File: src/rtl/button_gesture_decoder_pkg.sv
// -----------------------------------------------------------------------------
// button_gesture_decoder_pkg
//   Shared definitions for the button gesture decoder and its consumers:
//   FSM state encoding, gesture event codes for downstream logic, and the
//   helper that turns a clock frequency into clocks per millisecond.
//   No ports (package).
// -----------------------------------------------------------------------------
package button_gesture_decoder_pkg;

   // 3-bit FSM state encoding.
   typedef enum logic [2:0] {
      ST_IDLE      = 3'd0,
      ST_PRESS1    = 3'd1,
      ST_WAIT2     = 3'd2,
      ST_PRESS2    = 3'd3,
      ST_LONG_HELD = 3'd4
   } state_t;

   // Gesture event codes for consumers that prefer an encoded event
   // (e.g. a UART command mapper) over the individual pulse outputs.
   typedef enum logic [2:0] {
      EV_NONE   = 3'd0,
      EV_SHORT  = 3'd1,
      EV_DOUBLE = 3'd2,
      EV_LONG   = 3'd3,
      EV_REPEAT = 3'd4
   } gesture_t;

   localparam int unsigned MS_PER_SEC = 1000;

   // Number of input clocks in one millisecond.
   function automatic int unsigned clk_per_ms(input int unsigned clk_hz);
      return clk_hz / MS_PER_SEC;
   endfunction

endpackage : button_gesture_decoder_pkg

File: src/rtl/button_gesture_decoder_ms_tick_gen.sv
// -----------------------------------------------------------------------------
// ms_tick_gen
//   Millisecond prescaler. Counts 0..CLK_HZ/1000-1 and raises tick for the one
//   cycle spent at terminal count. A synchronous clear restarts the count so
//   the owner can align millisecond boundaries to its own events.
// Ports
//   clk   in  system clock
//   rst   in  asynchronous reset, active-high
//   clr   in  synchronous clear of the prescaler
//   tick  out one-cycle pulse once per millisecond
// -----------------------------------------------------------------------------
module ms_tick_gen
   import button_gesture_decoder_pkg::*;
#(
   parameter int unsigned CLK_HZ = 12_000_000
) (
   input  logic clk,
   input  logic rst,
   input  logic clr,
   output logic tick
);

   localparam int unsigned DIV = clk_per_ms(CLK_HZ);
   localparam int          CW  = (DIV > 1) ? $clog2(DIV) : 1;
   localparam logic [CW-1:0] LAST = CW'(DIV - 1);

   logic [CW-1:0] r_cnt;
   logic          w_tick;

   assign w_tick = (r_cnt == LAST);
   assign tick   = w_tick;

   // NOTE: state registers use non-blocking (<=) assignments and an
   // asynchronous reset in the sensitivity list, so every flop updates from
   // the pre-edge values and reset does not wait for a clock.
   always_ff @(posedge clk or posedge rst) begin
      if (rst) begin
         r_cnt <= '0;
      end else if (clr || w_tick) begin
         r_cnt <= '0;
      end else begin
         r_cnt <= r_cnt + 1'b1;
      end
   end

endmodule : ms_tick_gen

File: src/rtl/button_gesture_decoder.sv
// -----------------------------------------------------------------------------
// button_gesture_decoder
//   Classifies debounced button edges into short press, double press and long
//   press gestures, with an auto-repeat pulse while the button stays held after
//   a long press. All durations are measured in milliseconds from an internal
//   1 ms tick whose phase restarts on every state change.
// Ports
//   clk           in  system clock
//   rst           in  asynchronous reset, active-high
//   btn_rising    in  one-cycle pulse: debounced press
//   btn_falling   in  one-cycle pulse: debounced release
//   short_press   out one-cycle pulse: single click recognised
//   double_press  out one-cycle pulse: double click recognised
//   long_press    out one-cycle pulse: hold reached LONG_MS
//   hold_repeat   out one-cycle pulse every REPEAT_MS while held after long_press
//   busy          out level: a gesture is in progress (state != IDLE)
// -----------------------------------------------------------------------------
module button_gesture_decoder
   import button_gesture_decoder_pkg::*;
#(
   parameter int unsigned CLK_HZ    = 12_000_000,
   parameter int unsigned LONG_MS   = 800,
   parameter int unsigned DOUBLE_MS = 300,
   parameter int unsigned REPEAT_MS = 200,
   parameter int          TMR_W     = 12
) (
   input  logic clk,
   input  logic rst,
   input  logic btn_rising,
   input  logic btn_falling,
   output logic short_press,
   output logic double_press,
   output logic long_press,
   output logic hold_repeat,
   output logic busy
);

   localparam logic [TMR_W-1:0] LONG_T   = TMR_W'(LONG_MS);
   localparam logic [TMR_W-1:0] DOUBLE_T = TMR_W'(DOUBLE_MS);
   localparam logic [TMR_W-1:0] REPEAT_T = TMR_W'(REPEAT_MS);

   state_t           r_state;
   state_t           w_state_nx;
   logic [TMR_W-1:0] r_timer;
   logic [TMR_W-1:0] w_timer_nx;
   logic             w_tick;
   logic             w_clr;
   logic             w_restart;
   logic             w_rise;
   logic             w_fall;
   logic             w_short_nx;
   logic             w_double_nx;
   logic             w_long_nx;
   logic             w_repeat_nx;
   logic             r_short;
   logic             r_double;
   logic             r_long;
   logic             r_repeat;

   // Coincident edges cancel: the debouncer cannot have seen both a press and
   // a release in one cycle, so treat it as noise.
   assign w_rise = btn_rising  & ~btn_falling;
   assign w_fall = btn_falling & ~btn_rising;

   ms_tick_gen #(
      .CLK_HZ (CLK_HZ)
   ) u_tick (
      .clk  (clk),
      .rst  (rst),
      .clr  (w_clr),
      .tick (w_tick)
   );

   // Timeouts look at the value the timer is about to take, so a threshold is
   // acted on at the same edge as the tick that reaches it. This makes every
   // duration an exact multiple of 1 ms measured from the state entry edge.
   assign w_timer_nx = (w_tick && (r_timer != '1)) ? r_timer + 1'b1 : r_timer;

   // Prescaler and timer restart on any state change and on each repeat.
   assign w_clr = (w_state_nx != r_state) || w_restart;

   // NOTE: every signal written here gets a default before the case, so no
   // path leaves one unassigned and no latch is inferred.
   always_comb begin
      w_state_nx  = r_state;
      w_restart   = 1'b0;
      w_short_nx  = 1'b0;
      w_double_nx = 1'b0;
      w_long_nx   = 1'b0;
      w_repeat_nx = 1'b0;
      unique case (r_state)
         ST_IDLE: begin
            if (w_rise) begin
               w_state_nx = ST_PRESS1;
            end
         end
         ST_PRESS1: begin
            if (w_fall) begin
               w_state_nx = ST_WAIT2;
            end else if (w_timer_nx >= LONG_T) begin
               w_state_nx = ST_LONG_HELD;
               w_long_nx  = 1'b1;
            end
         end
         ST_WAIT2: begin
            // Edge beats timeout: a press landing on the DOUBLE_MS tick
            // still counts as the second click.
            if (w_rise) begin
               w_state_nx = ST_PRESS2;
            end else if (w_timer_nx >= DOUBLE_T) begin
               w_state_nx = ST_IDLE;
               w_short_nx = 1'b1;
            end
         end
         ST_PRESS2: begin
            if (w_fall) begin
               w_state_nx  = ST_IDLE;
               w_double_nx = 1'b1;
            end else if (w_timer_nx >= LONG_T) begin
               // The first click is reported late, alongside the long hold
               // of the second press.
               w_state_nx = ST_LONG_HELD;
               w_short_nx = 1'b1;
               w_long_nx  = 1'b1;
            end
         end
         ST_LONG_HELD: begin
            if (w_fall) begin
               w_state_nx = ST_IDLE;
            end else if (w_timer_nx >= REPEAT_T) begin
               w_repeat_nx = 1'b1;
               w_restart   = 1'b1;
            end
         end
         default: begin
            w_state_nx = ST_IDLE;
         end
      endcase
   end

   always_ff @(posedge clk or posedge rst) begin
      if (rst) begin
         r_state  <= ST_IDLE;
         r_timer  <= '0;
         r_short  <= 1'b0;
         r_double <= 1'b0;
         r_long   <= 1'b0;
         r_repeat <= 1'b0;
      end else begin
         r_state  <= w_state_nx;
         r_timer  <= w_clr ? '0 : w_timer_nx;
         r_short  <= w_short_nx;
         r_double <= w_double_nx;
         r_long   <= w_long_nx;
         r_repeat <= w_repeat_nx;
      end
   end

   assign short_press  = r_short;
   assign double_press = r_double;
   assign long_press   = r_long;
   assign hold_repeat  = r_repeat;
   assign busy         = (r_state != ST_IDLE);

endmodule : button_gesture_decoder
File: config.mk
export PLATFORM = sky130hd
export DESIGN_NAME = button_gesture_decoder
export DESIGN_NICKNAME = d
export VERILOG_FILES = /design/src/rtl/button_gesture_decoder_pkg.sv /design/src/rtl/button_gesture_decoder_ms_tick_gen.sv /design/src/rtl/button_gesture_decoder.sv
export SDC_FILE = /design/constraint.sdc
export NUM_CORES = 1
export LEC_CHECK = 0
export BUFFER_PORTS_ARGS = -buffer_cell sky130_fd_sc_hd__buf_2
export CORE_MARGIN = 4
export CORE_UTILIZATION = 50
export CTS_CLUSTER_DIAMETER = 80
export CTS_CLUSTER_SIZE = 10
export DETAILED_ROUTE_END_ITERATION = 6
export PLACE_DENSITY = 0.67
export SYNTH_ARGS = -nofsm -noshare
export SYNTH_HDL_FRONTEND = slang
export SYNTH_SLANG_ARGS = --single-unit
File: constraint.sdc
create_clock -name clk -period 4.6 [get_ports clk]
set_clock_uncertainty 0.1 [all_clocks]
set_input_delay 0.92 -clock clk [delete_from_list [all_inputs] [get_ports clk]]
set_output_delay 0.92 -clock clk [all_outputs]
set_load 0.1 [all_outputs]
==> out/metrics.csv <==
metric,value,unit
powerDensity,346,mW/mm2
path_class,reg -> reg,
drt_wl_total,4.19,mm
n_antenna_cell,0,
grt_pass1_vias,1510,
cp_slowest_stage_delay,590,ps
fmax,277,MHz
cp.required,4670,ps
grt_max_degree,34,
die_y,71.9,um
place_area,0.00209,mm2
ys.flop_type,dfrtp_1,
root_buffer,clkbuf_8,
fillers,328,
vias,1711,
r2r_start,u_tick.r_cnt[5],
timing.rr.end,u_tick.r_cnt[13],
max-slew-margin-rel,0.653,
hp-class,reg -> reg,
io_buffer_count,8,
drtIter0Drc,159,
slowest_stage,or4_4,
die_area,0.00517,mm2
clk_latency,290,ps
worst_slack,989,ps
setup_violations,0,
worstPathCellList,"or4b_1, or4_4, o21ai_0, o21ai_0, a311oi_1, nor4b_2, o22ai_2, buf_4, nor2_1",
ant_nets,0,
clock_tree.buffer_depth,2,
yosys_warnings,0,
final_common_cell,dfrtp_1,
hold_start,u_tick.r_cnt[0],
start_util,0.538,
grt_remaining_overflow,0,
hold_viol_final,0,
holdBufCountCts,0,
antenna_found_initial,0,
rrSetupSlack,990,ps
place_ws,980,ps
die_w,71.9,um
grt_use_total,0.172,
postCtsSetupBuffers,0,
dr.pass1.iters,4,
worstSetupStartpointType,flop,
synth_nets,238,
drv_slew,0,
place.gp.congestion,0.904,
ys_async_sr_fraction,1.00,
maxCapViolCount,0,
dp_cells,276,
synth_cell_types,45,
cp_common_cell,o21ai_0,
cts.clk_slew.worst_paths,70,ps
routedWlPerCell,14.7,um
cp-end-kind,flop,
numCtsBuffers,5,
io_pins,9,
ys_seq_area_frac,0.404,
nets,241,
min_period,3610,ps
rows,22,
outcome,"complete, no violations",
tightestPinTransition,521,ps
core,0.00380,mm2
ir_drop,0.233,mV
yosys.area.top_type_share,0.404,
rsz0062_at_grt,false,
h-tree-depth,2,
post-route-period-util,0.785,
syn-instance-count,232,
power,765,uW
hold_end,u_tick.r_cnt[0],
startpoint,u_tick.r_cnt[5],
synthTopCellsByArea,"dfrtp_1 40%, nor2_1 5.3%, xnor2_1 5.1%, xor2_1 4.3%, nand2_1 4.0%",
syn_area_per_cell,8.81,um2
worstHoldPathCells,1,
post_cts_resized,0,
cts_tree,done,
fin_tns_setup,0,ps
clock-sinks,33,
postLayoutCoreUtil,0.581,
hold_slack,424,ps
crit_fanout,16,
ys_seq_elements,33,
area_growth,8.08,%
synth_area,0.00204,mm2
yosysTopAreaCell,dfrtp_1,
final_cells,284,
final_cell_mix,"33 x dfrtp_1, 29 x nor2_1, 22 x nand2_1",
drc,0,
reg2regPathDepth,9,
dp_hpwl,2.90,mm
final_area,0.00221,mm2
p_leak,0.908,nW
vias_per_cell,6.02,
synth_edf_count,0,
grt_pass1_wl,7.06,mm
crit_arrival,3680,ps
drive_gt1_frac,0.123,
-- worst max-delay path by stage --
stage / endpoint / slack (ps)
CTS: u_tick.r_cnt[13] / 960
finish: u_tick.r_cnt[13] / 990
global placement: u_tick.r_cnt[7] / 1010
detailed placement: u_tick.r_cnt[7] / 980
global route: u_tick.r_cnt[13] / 660
floorplan: u_tick.r_cnt[11] / 1400
-- synth_stat cells (2+ instances only) --
cell type / number
o21a_1: 2
a21oi_1: 8
ha_1: 2
nor2_1: 29
xnor2_1: 12
o22ai_1: 2
nor2b_1: 3
a31oi_1: 7
xor2_1: 10
and3_1: 7
nand3_1: 14
clkbuf_1: 12
or3_1: 2
nand2_1: 22
and2_1: 2
inv_1: 3
nor3b_1: 3
nor3_1: 10
a211oi_1: 3
nand4_1: 9
buf_6: 2
dfrtp_1: 33
nand4b_1: 3
or4_1: 2
nor4b_2: 2
and4_1: 3
o21ai_0: 5
nor3_2: 3
-- sequential cells by signal, summed over array words and instances (netlist names) --
register / flops
u_tick.r_cnt: 14
r_timer: 12
r_state: 3
double_press: 1
hold_repeat: 1
long_press: 1
short_press: 1
-- layout make-up --
cell class	count	area, um2	share of cell area
Inverter	3	11.3	0.00510
Multi-Input combinational cell	181	1130	0.513
Clock buffer	5	68.8	0.0312
Tap cell	48	60.1	0.0272
Clock inverter	3	46.3	0.0210
Sequential cell	33	826	0.374
Timing Repair Buffer	11	62.6	0.0283
-- critical path: cells and delay by family, from the launching register on --
kind | cells | cell delay, ps
AO/OA/AOI/OAI | 4 | 1310
buffers and inverters | 1 | 310
flip-flops | 1 | 430
AND/OR/NAND/NOR | 4 | 1340
-- per-layer routing --
metal | GRT usage | part of all wire | vias to the layer above
li1 | - | - | 838
met1 | 0.259 | 0.50 | 809
met2 | 0.234 | 0.42 | 58
met3 | 0.0512 | 0.068 | 6
met4 | 0.0585 | 0.0096 | 0
met5 | 0 | 0 | -
-- cells by family after synthesis --
logic type,count (synthesis),synth area share
compound gates,36,0.120
buf+inv,18,0.0410
flops,33,0.404
xor+xnor,22,0.0943
fa+ha+maj,2,0.0122
mux,1,0.00551
simple gates,120,0.323
-- where the power goes --
group          switching, mW  total, mW  internal, mW
Clock                  0.113      0.275         0.162
Combinational          0.105      0.150        0.0450
Sequential            0.0303      0.340         0.309
Note: power is estimated with default switching activity, not from simulation.
